**src/rtl/traffic_light_pkg.sv**
```systemverilog
// traffic_light_pkg: lamp encoding and monitor error-bit indices shared with the controller
package traffic_light_pkg;
  typedef logic [1:0] lamp_t;
  localparam lamp_t LAMP_RED = 2'b00;
  localparam lamp_t LAMP_GREEN = 2'b01;
  localparam lamp_t LAMP_YELLOW = 2'b10;
  localparam lamp_t LAMP_BAD = 2'b11;
  localparam int ERR_W = 6;
  localparam int ERR_ILLEGAL = 0;
  localparam int ERR_CONFLICT = 1;
  localparam int ERR_WALK = 2;
  localparam int ERR_TRANS = 3;
  localparam int ERR_YEL_DUR = 4;
  localparam int ERR_GRN_DUR = 5;
endpackage

```
**src/rtl/light_phase_tracker.sv**
```systemverilog
// light_phase_tracker: follows one lamp's last legal colour and dwell, flags bad steps on the leaving edge
module light_phase_tracker
  import traffic_light_pkg::*;
#(
  parameter int YEL_MIN = 2,
  parameter int YEL_MAX = 6,
  parameter int GRN_MIN = 3,
  parameter int DUR_W = 8
) (
  input logic clk,
  input logic rst_n,
  input logic [1:0] lamp,
  output logic bad_transition,
  output logic yellow_dur_err,
  output logic green_dur_err
);
  lamp_t last;
  logic [DUR_W-1:0] dwell;
  logic change;
  logic legal_step;
  always_comb begin
    change = lamp != LAMP_BAD && lamp != last;
    legal_step = (last == LAMP_RED && lamp == LAMP_GREEN) ||
                 (last == LAMP_GREEN && lamp == LAMP_YELLOW) ||
                 (last == LAMP_YELLOW && lamp == LAMP_RED);
    bad_transition = change && !legal_step;
    yellow_dur_err = change && last == LAMP_YELLOW &&
                     (dwell < DUR_W'(YEL_MIN) || dwell > DUR_W'(YEL_MAX));
    green_dur_err = change && last == LAMP_GREEN && dwell < DUR_W'(GRN_MIN);
  end
  always_ff @(posedge clk)
    if (!rst_n) begin
      last <= LAMP_RED;
      dwell <= '0;
    end else if (change) begin
      last <= lamp;
      dwell <= DUR_W'(1);
    end else if (lamp != LAMP_BAD && ~&dwell)
      dwell <= dwell + DUR_W'(1);
endmodule

```
**src/rtl/traffic_light_monitor.sv**
```systemverilog
// traffic_light_monitor: passive safety/protocol checker on the traffic light controller outputs
module traffic_light_monitor
  import traffic_light_pkg::*;
#(
  parameter int YEL_MIN = 2,
  parameter int YEL_MAX = 6,
  parameter int GRN_MIN = 3,
  parameter int DUR_W = 8,
  parameter int CNT_W = 16
) (
  input logic clk,
  input logic rst_n,
  input logic [1:0] light_ns,
  input logic [1:0] light_ew,
  input logic walk_signal,
  input logic clr_status,
  output logic [5:0] err_pulse,
  output logic [5:0] err_status,
  output logic [CNT_W-1:0] viol_cnt,
  output logic any_err
);
  lamp_t s_ns;
  lamp_t s_ew;
  logic s_walk;
  logic [1:0] bt;
  logic [1:0] yd;
  logic [1:0] gd;
  logic [ERR_W-1:0] pulse;
  light_phase_tracker #(.YEL_MIN(YEL_MIN), .YEL_MAX(YEL_MAX), .GRN_MIN(GRN_MIN), .DUR_W(DUR_W)) u_ns (
    .clk(clk), .rst_n(rst_n), .lamp(s_ns),
    .bad_transition(bt[0]), .yellow_dur_err(yd[0]), .green_dur_err(gd[0])
  );
  light_phase_tracker #(.YEL_MIN(YEL_MIN), .YEL_MAX(YEL_MAX), .GRN_MIN(GRN_MIN), .DUR_W(DUR_W)) u_ew (
    .clk(clk), .rst_n(rst_n), .lamp(s_ew),
    .bad_transition(bt[1]), .yellow_dur_err(yd[1]), .green_dur_err(gd[1])
  );
  always_comb begin
    pulse = '0;
    pulse[ERR_ILLEGAL] = s_ns == LAMP_BAD || s_ew == LAMP_BAD;
    pulse[ERR_CONFLICT] = s_ns != LAMP_RED && s_ew != LAMP_RED;
    pulse[ERR_WALK] = s_walk && (s_ns != LAMP_RED || s_ew != LAMP_RED);
    pulse[ERR_TRANS] = |bt;
    pulse[ERR_YEL_DUR] = |yd;
    pulse[ERR_GRN_DUR] = |gd;
  end
  always_ff @(posedge clk)
    if (!rst_n) begin
      s_ns <= LAMP_RED;
      s_ew <= LAMP_RED;
      s_walk <= 1'b0;
      err_pulse <= '0;
      err_status <= '0;
      viol_cnt <= '0;
    end else begin
      s_ns <= light_ns;
      s_ew <= light_ew;
      s_walk <= walk_signal;
      err_pulse <= pulse;
      err_status <= clr_status ? pulse : err_status | pulse;
      viol_cnt <= clr_status ? CNT_W'(|pulse) :
                  (|pulse && ~&viol_cnt) ? viol_cnt + CNT_W'(1) : viol_cnt;
    end
  assign any_err = |err_status;
endmodule
```
**config.mk**
```make
export PLATFORM = sky130hd
export DESIGN_NAME = traffic_light_monitor
export DESIGN_NICKNAME = d
export VERILOG_FILES = /design/src/rtl/traffic_light_pkg.sv /design/src/rtl/light_phase_tracker.sv /design/src/rtl/traffic_light_monitor.sv
export SDC_FILE = /design/constraint.sdc
export NUM_CORES = 1
export LEC_CHECK = 0
export ABC_AREA = 1
export ABC_CLOCK_PERIOD_IN_PS = 3320
export CELL_PAD_IN_SITES_DETAIL_PLACEMENT = 0
export CELL_PAD_IN_SITES_GLOBAL_PLACEMENT = 2
export CORE_MARGIN = 1
export CORE_UTILIZATION = 33
export DETAILED_ROUTE_END_ITERATION = 12
export PLACE_DENSITY = 0.81
export SLEW_MARGIN = 20
export SYNTH_ARGS = -nofsm -noshare
export SYNTH_HDL_FRONTEND = slang
export SYNTH_SLANG_ARGS = --single-unit
export TNS_END_PERCENT = 30
```
**constraint.sdc**
```tcl
create_clock -name clk -period 3.32 [get_ports clk]
set_input_delay 0.664 -clock clk [delete_from_list [all_inputs] [get_ports clk]]
set_output_delay 0.664 -clock clk [all_outputs]
set_load 0.05 [all_outputs]
```
==> key figures, run 1 <==
STA
  • Post-Route Setup TNS: 0 ns
  • Slew HR: 0.523
  • RSZ-0062 raised after global routing: no
  • Fin. Hold Viols: 0
  • Max-slew violations: 0
  • Hold slack: 0.486 ns
  • Fmax: 389 MHz
  • Setup Skew: 0.0102 ns
  • Slew @ Worst Pin: 0.714 ns
  • Fin crit share: 0.774
  • Setup ws final: between 0.7 and 0.8 ns
  • Tmin final: 2.57 ns
  • Setup violations, final: 0

CTS
  • CTS resizes: 0
  • CTS tree: yes
  • Cts hold-fix bufs: 0
  • Clock Sinks: 53
  • Num CTS Buffers: 5
  • Root Buffer: clkbuf_8
  • Reg clk slew, reported paths: around 0.11 ns
  • Worst-skew pair later-pin latency: between 0.3 and 0.4 ns
  • Number of H-tree levels: 2
  • Clk buf depth: 2
  • Post-CTS Setup Bufs: 0

Synth
  • Distinct cells, synth: 36
  • Main synth FF type: dfxtp_1
  • Mapped Cells: 395
  • FFs w/ async S/R, synth: 0
  • Post-Syn Area: 2790 um2
  • Number of synthesized flops with an enable pin: 0
  • Syn nets: between 400 and 500
  • YS warnings: 0
  • Sequential area share after synthesis: 0.380
  • Synth Register Bits: 53
  • Mean Syn Cell Area: about 7.1 um2

Layout
  • Filler cells: between 900 and 1000
  • Nets: 445
  • Share of post-route cells with drive strength above 1: 0.0945
  • P&R area growth vs syn: 21.0%
  • # diodes: 0
  • Final core utilization: 0.411

Placement
  • Pre-CTS setup slack: 0.776 ns
  • Routability congestion estimate from global placement: 0.786
  • Count of input and output buffers: 36
  • HPWL after DPL: 5100 um

Setup path
  • CP Class: flip-flop to output port
  • Crit path buffers/inverters: 1
  • CP Data Required Time: between 2 and 3 ns
  • Capturing point of the worst reg2reg path: viol_cnt[2]
  • Cells along the critical path: nor4_1, nand3_1, clkdlybuf4s50_1
  • Worst path max stage delay: between 0.7 and 0.8 ns
  • Crit start category: flip-flop
  • CP arrival: 1.91 ns
  • Highest fanout seen on the critical path: 3
  • Slowest stage cell, crit path: clkdlybuf4s50_1
  • CP endpoint kind: output port
  • Reg-to-reg setup timing slack: around 1.3 ns
  • Cell family contributing the most delay on the critical path: buffers and inverters
  • Worst r2r path cells: 11
  • Start of the worst register-to-register path: u_ns.dwell[0]

Pwr
  • Cell Pwr Density: 402 nW/um2
  • Max VDD drop: ~0.00020 V
  • Lkg Pwr: 1.30 nW

Worst hold path
  • Hold path endpoint: u_ew.dwell[5]
  • Hold Path Stages: 2
  • Worst Hold Class: flip-flop to flip-flop
  • Hold wc startpoint: u_ew.dwell[5]

Detailed routing
  • WL per Instance: 12.6 um
  • Initial DRT Pass Iterations: 4
  • Vias/cell: 4.65
  • Post-DRT Antenna Nets: 0
  • Detailed Route WL: about 6800 um
  • 1st-iter DRT viols: 55
  • DRC: 0
  • Vias post-DR: around 2500

Global route
  • First-pass GRT wire length: 11600 um
  • Initial antenna violation count: 0
  • Gr ovfl total: 0
  • Number of global-route vias before repair: about 2400
  • Pin count of the biggest net entering global routing: 20
  • GRT Util Overall: 0.166

Floorplan
  • Die Area: 8830 um2
  • Die span in y: about 94 um
  • Die W: 94.0 um
  • Num rows: 33
  • Core ar.: about 8000 um2
  • Initial core utilization: 0.340
  • I/O pin cnt: 37

Status
  • Outcome: completed

Run
  • Max Cap Violations: 0
sequential cells by signal, indices dropped and copies added (netlist names):
| register | flops |
|---|---|
| u_ns.last | 2 |
| u_ew.last | 2 |
| s_ns | 2 |
| u_ns.dwell | 8 |
| viol_cnt | 16 |
| err_status | 6 |
| s_walk | 1 |
| err_pulse | 6 |
| s_ew | 2 |
| u_ew.dwell | 8 |
worst max path at each step:
stage / from / to / slack [ns] / cells after the start
after floorplan: viol_cnt[5] / viol_cnt[7] / 1.36 / 11
after global placement: rst_n / err_status[4] / 0.83 / 6
after detailed placement: rst_n / err_status[3] / 0.78 / 6
after CTS: err_status[1] / any_err / 0.73 / 3
after global routing: err_status[1] / any_err / 0.66 / 3
final: err_status[1] / any_err / 0.75 / 3
synthesized netlist by cell type, drive strengths merged, types with 3 or more instances:
master | n | area share
nand2 | 88 | 0.13
inv | 64 | 0.086
dfxtp | 53 | 0.38
nand3 | 39 | 0.072
nor2 | 34 | 0.050
a21oi | 26 | 0.060
nor3 | 15 | 0.027
o21ai | 15 | 0.028
xor2 | 15 | 0.047
nand4 | 8 | 0.018
a211oi | 6 | 0.016
buf | 6 | 0.013
ha | 4 | 0.018
nand3b | 4 | 0.011
nor4 | 4 | 0.011
o211ai | 3 | 0.0081
power by group:
part           internal, mW  switching [mW]  total, mW
sequential            0.657          0.0212      0.679
clock                 0.232           0.246      0.478
combinational        0.0651           0.134      0.200
worst reg2reg max path, delay by kind of cell (launching register included):
| kind | cells | cell delay, ns |
|---|---|---|
| buf+inv | 1 | 0.10 |
| fa+ha+maj | 1 | 0.22 |
| flops | 1 | 0.37 |
| simple gates | 8 | 1.12 |
| compound gates | 1 | 0.06 |
cells in the final DEF, fill, tap and decap left out, drive strengths merged:
master and n:
nand2 88, inv 65, dfxtp 53, nand3 39
clkdlybuf4s50 36, nor2 34, a21oi 26, nor3 15
xor2 15, o21ai 15, nand4 8, a211oi 6
clkbuf 5, nand3b 4, ha 4, nor4 4
o211ai 3, o22ai 2, xnor2 2, buf 2
clkinv 2, a21boi 2, o21bai 1, o31ai 1
nor3b 1, bufinv 1
layout make-up:
cell class              count  area, um2  area share
multi-input cells         270       1450       0.428
repair buffers             38        375       0.111
clock buffers               5       68.8      0.0204
well taps                 105        131      0.0389
inverters                  65        244      0.0723
clock inverters             3       50.0      0.0148
flip-flops and latches     53       1060       0.314
routing by layer:
| layer | wire length (um) | global-route usage | part of all wire | vias to the layer above |
|---|---|---|---|---|
| met4 | 68 | 0.0462 | 0.010 | 0 |
| met5 | 0 | 0 | 0 | - |
| met2 | 3030 | 0.269 | 0.45 | 38 |
| met1 | 3500 | 0.224 | 0.51 | 1100 |
| met3 | 203 | 0.0316 | 0.030 | 6 |
| li1 | - | - | - | 1360 |
through the flow:
step | instance area, um2 | cells | power, mW
finish | 3380 | 539 | 1.36
detailed placement | 3260 | 531 | 0.895
global route | 3380 | 539 | 1.42
floorplan | 2790 | 395 | 0.830
global placement | 3260 | 531 | 0.895
CTS | 3380 | 539 | 1.38
cell families after synthesis:
| family | Yosys count | synth area share |
|---|---|---|
| AO/OA/AOI/OAI | 56 | 0.128 |
| XOR/XNOR | 17 | 0.0534 |
| adder cells (fa/ha/maj) | 4 | 0.0179 |
| buffers and inverters | 72 | 0.102 |
| flip-flops | 53 | 0.380 |
| AND/OR/NAND/NOR | 193 | 0.319 |
Note: power is estimated with default switching activity, not from simulation.
==> inputs of run 2 (changes only) <==
ABC_CLOCK_PERIOD_IN_PS = 2300   (was 3320)
CORE_UTILIZATION = 28   (was 33)
PLACE_DENSITY = 0.73   (was 0.81)
clock period = 2.3 ns   (was 3.32 ns; I/O delays follow)
==> run 2 against run 1 <==
- non-clock buffer count rose by 2
- die area rose by 17%
- design area is 0.44% higher
- critical path depth decreased by 2
- critical path type unchanged
- highest routed layer unchanged
==> key figures, run 2 (synthesis results as in run 1) <==
Pwr
  • Flop pwr share: 0.540 (+0.040)
  • Lkg Pwr: 1.29 nW (-0.45%)
  • Post-layout power: 1.81 mW (+34%)
  • P_int: 1.26 mW (+32%)
  • Psw: 0.559 mW (+39%)
  • Switching fraction of total power: 0.308 (+0.0117)
  • Max VDD drop: 0.000207 V (+5.1%)
  • Logic pwr share: 0.161 (+0.014)
  • Clock power frac: 0.299 (-0.054)
  • Cell Pwr Density: 535 nW/um2 (+33%)

STA
  • RSZ-0062 raised after global routing: no
  • Setup violations, final: 0 (unchanged)
  • Hold slack: 0.493 ns (+0.00712 ns)
  • Slew HR: 0.511 (-0.0120)
  • Fin. Hold Viols: 0 (unchanged)
  • Post-Route Setup TNS: 0 ns (unchanged)
  • Fmax: 469 MHz
  • Setup ws final: 0.167 ns (-0.583 ns)
  • Max-slew violations: 0 (unchanged)
  • Setup Skew: 0.0113 ns (+0.00105 ns)
  • Slew @ Worst Pin: 0.732 ns (+0.0179 ns)
  • Fin crit share: 0.927
  • Tmin final: roughly 2.1 ns

Setup path
  • CP Class: flip-flop to output port
  • Crit path buffers/inverters: 1 (unchanged)
  • Crit start category: flip-flop
  • CP endpoint kind: output port
  • CP arrival: 1.67 ns (-0.24 ns)
  • Cells along the critical path: clkdlybuf4s50_1
  • Cell family contributing the most delay on the critical path: buffers and inverters
  • CP Data Required Time: 1.84 ns (-0.82 ns)
  • Worst path max stage delay: 0.86 ns (+0.14 ns)
  • Highest fanout seen on the critical path: 8 (+5)
  • Slowest stage cell, crit path: clkdlybuf4s50_1

Floorplan
  • Die W: 102 um (+8.4%)
  • Die span in y: 102 um (+8.4%)
  • Initial core utilization: 0.287 (-0.0528)
  • Num rows: 36 (+9.1%)
  • I/O pin cnt: 37 (unchanged)
  • Core ar.: 9730 um2 (+18%)
  • Die Area: 10400 um2 (+17%)

Status
  • Outcome: completed

Layout
  • Reg with most FFs: viol_cnt
  • Max FFs per register: 16 (unchanged)
  • Filler cells: 1088 (+20%)
  • Nets: 447 (+0.45%)
  • P&R area growth vs syn: 21.5%
  • # diodes: 0 (unchanged)
  • Final core utilization: 0.349 (-0.0623)
  • Regs by FF count: viol_cnt (16), u_ew.dwell (8), u_ns.dwell (8)
  • Share of post-route cells with drive strength above 1: 0.101 (+0.00645)
  • Commonest non-fill, non-tap cell in the layout: nand2_1
  • Commonest cells after routing, fill and taps aside: nand2_1, inv_1, dfxtp_1

Global route
  • Pin count of the biggest net entering global routing: 20 (unchanged)
  • First-pass GRT wire length: 11500 um (-0.65%)
  • GRT Util Overall: 0.142 (-0.0242)
  • Initial antenna violation count: 0 (unchanged)
  • Number of global-route vias before repair: 2362 (-2.8%)
  • Gr ovfl total: 0 (unchanged)

Placement
  • Pre-CTS setup slack: 0.268 ns (-0.508 ns)
  • Count of input and output buffers: 36 (unchanged)
  • HPWL after DPL: 5190 um (+1.8%)
  • Routability congestion estimate from global placement: 0.808 (+2.9%)

CTS
  • Clock Sinks: 53 (unchanged)
  • Post-CTS Setup Bufs: 0 (unchanged)
  • CTS tree: yes
  • Number of H-tree levels: 2 (unchanged)
  • Num CTS Buffers: 5 (unchanged)
  • Clk buf depth: 2 (unchanged)
  • CTS resizes: 0 (unchanged)
  • Root Buffer: clkbuf_8
  • Reg clk slew, reported paths: 0.11 ns (about the same)
  • Worst-skew pair later-pin latency: 0.31 ns (about the same)
  • Cts hold-fix bufs: 0 (unchanged)

Detailed routing
  • Initial DRT Pass Iterations: 4 (unchanged)
  • Detailed Route WL: 6950 um (+2.2%)
  • WL per Instance: 12.2 um (-3.2%)
  • Vias post-DR: 2541 (+1.5%)
  • Post-DRT Antenna Nets: 0 (unchanged)
  • DRC: 0 (unchanged)
  • 1st-iter DRT viols: 47 (-15%)
  • Vias/cell: 4.47 (-3.9%)

Worst hold path
  • Worst Hold Class: flip-flop to flip-flop

Run
  • Max Cap Violations: 0 (unchanged)
-- run 2: layout make-up --
class / count / area (um2) / share of cell area
timing repair buffer: 40 / 388 / 0.114
clock buffer: 5 / 68.8 / 0.0203
tap: 133 / 166 / 0.0491
inverter: 65 / 244 / 0.0720
sequential: 53 / 1060 / 0.313
clock inverter: 3 / 17.5 / 0.00517
multi-input combinational: 270 / 1450 / 0.426
-- run 2: worst paths after layout --
kind                                    start            end  slack, ns  cells past startpoint
worst min register to register  u_ew.dwell[5]  u_ew.dwell[5]       0.49                      2
worst min-delay path            u_ew.dwell[5]  u_ew.dwell[5]       0.49                      2
worst max register to register  u_ns.dwell[0]   viol_cnt[13]       0.29                     11
worst max-delay path              viol_cnt[2]    viol_cnt[2]       0.17                      1
-- run 2: power groups by stage --
stage	clock, mW	combinational [mW]	sequential (mW)
final	0.543	0.292	0.980
after global routing	0.614	0.320	0.985
after CTS	0.572	0.296	0.980
after detailed placement	0	0.296	1.00
after global placement	0	0.297	1.00
after floorplan	0	0.151	1.05
-- run 2: per-layer routing --
metal,track usage,wire length [um],vias up,share of wire
met1,0.197,3480,1132,0.50
li1,-,-,1360,-
met4,0.0297,31,0,0.0045
met5,0,0,-,0
met2,0.233,3150,47,0.45
met3,0.0233,289,2,0.042
-- run 2: metrics by stage --
stage               area [um2]  cells
floorplan                 2790    395
global placement          3300    561
detailed placement        3300    561
CTS                       3390    569
global route              3390    569
finish                    3390    569
==> inputs of run 3 (changes only) <==
SLEW_MARGIN = default   (was 20)
==> results of run 3 <==
The final DEF is identical to that of run 2; final timing and power are the same.
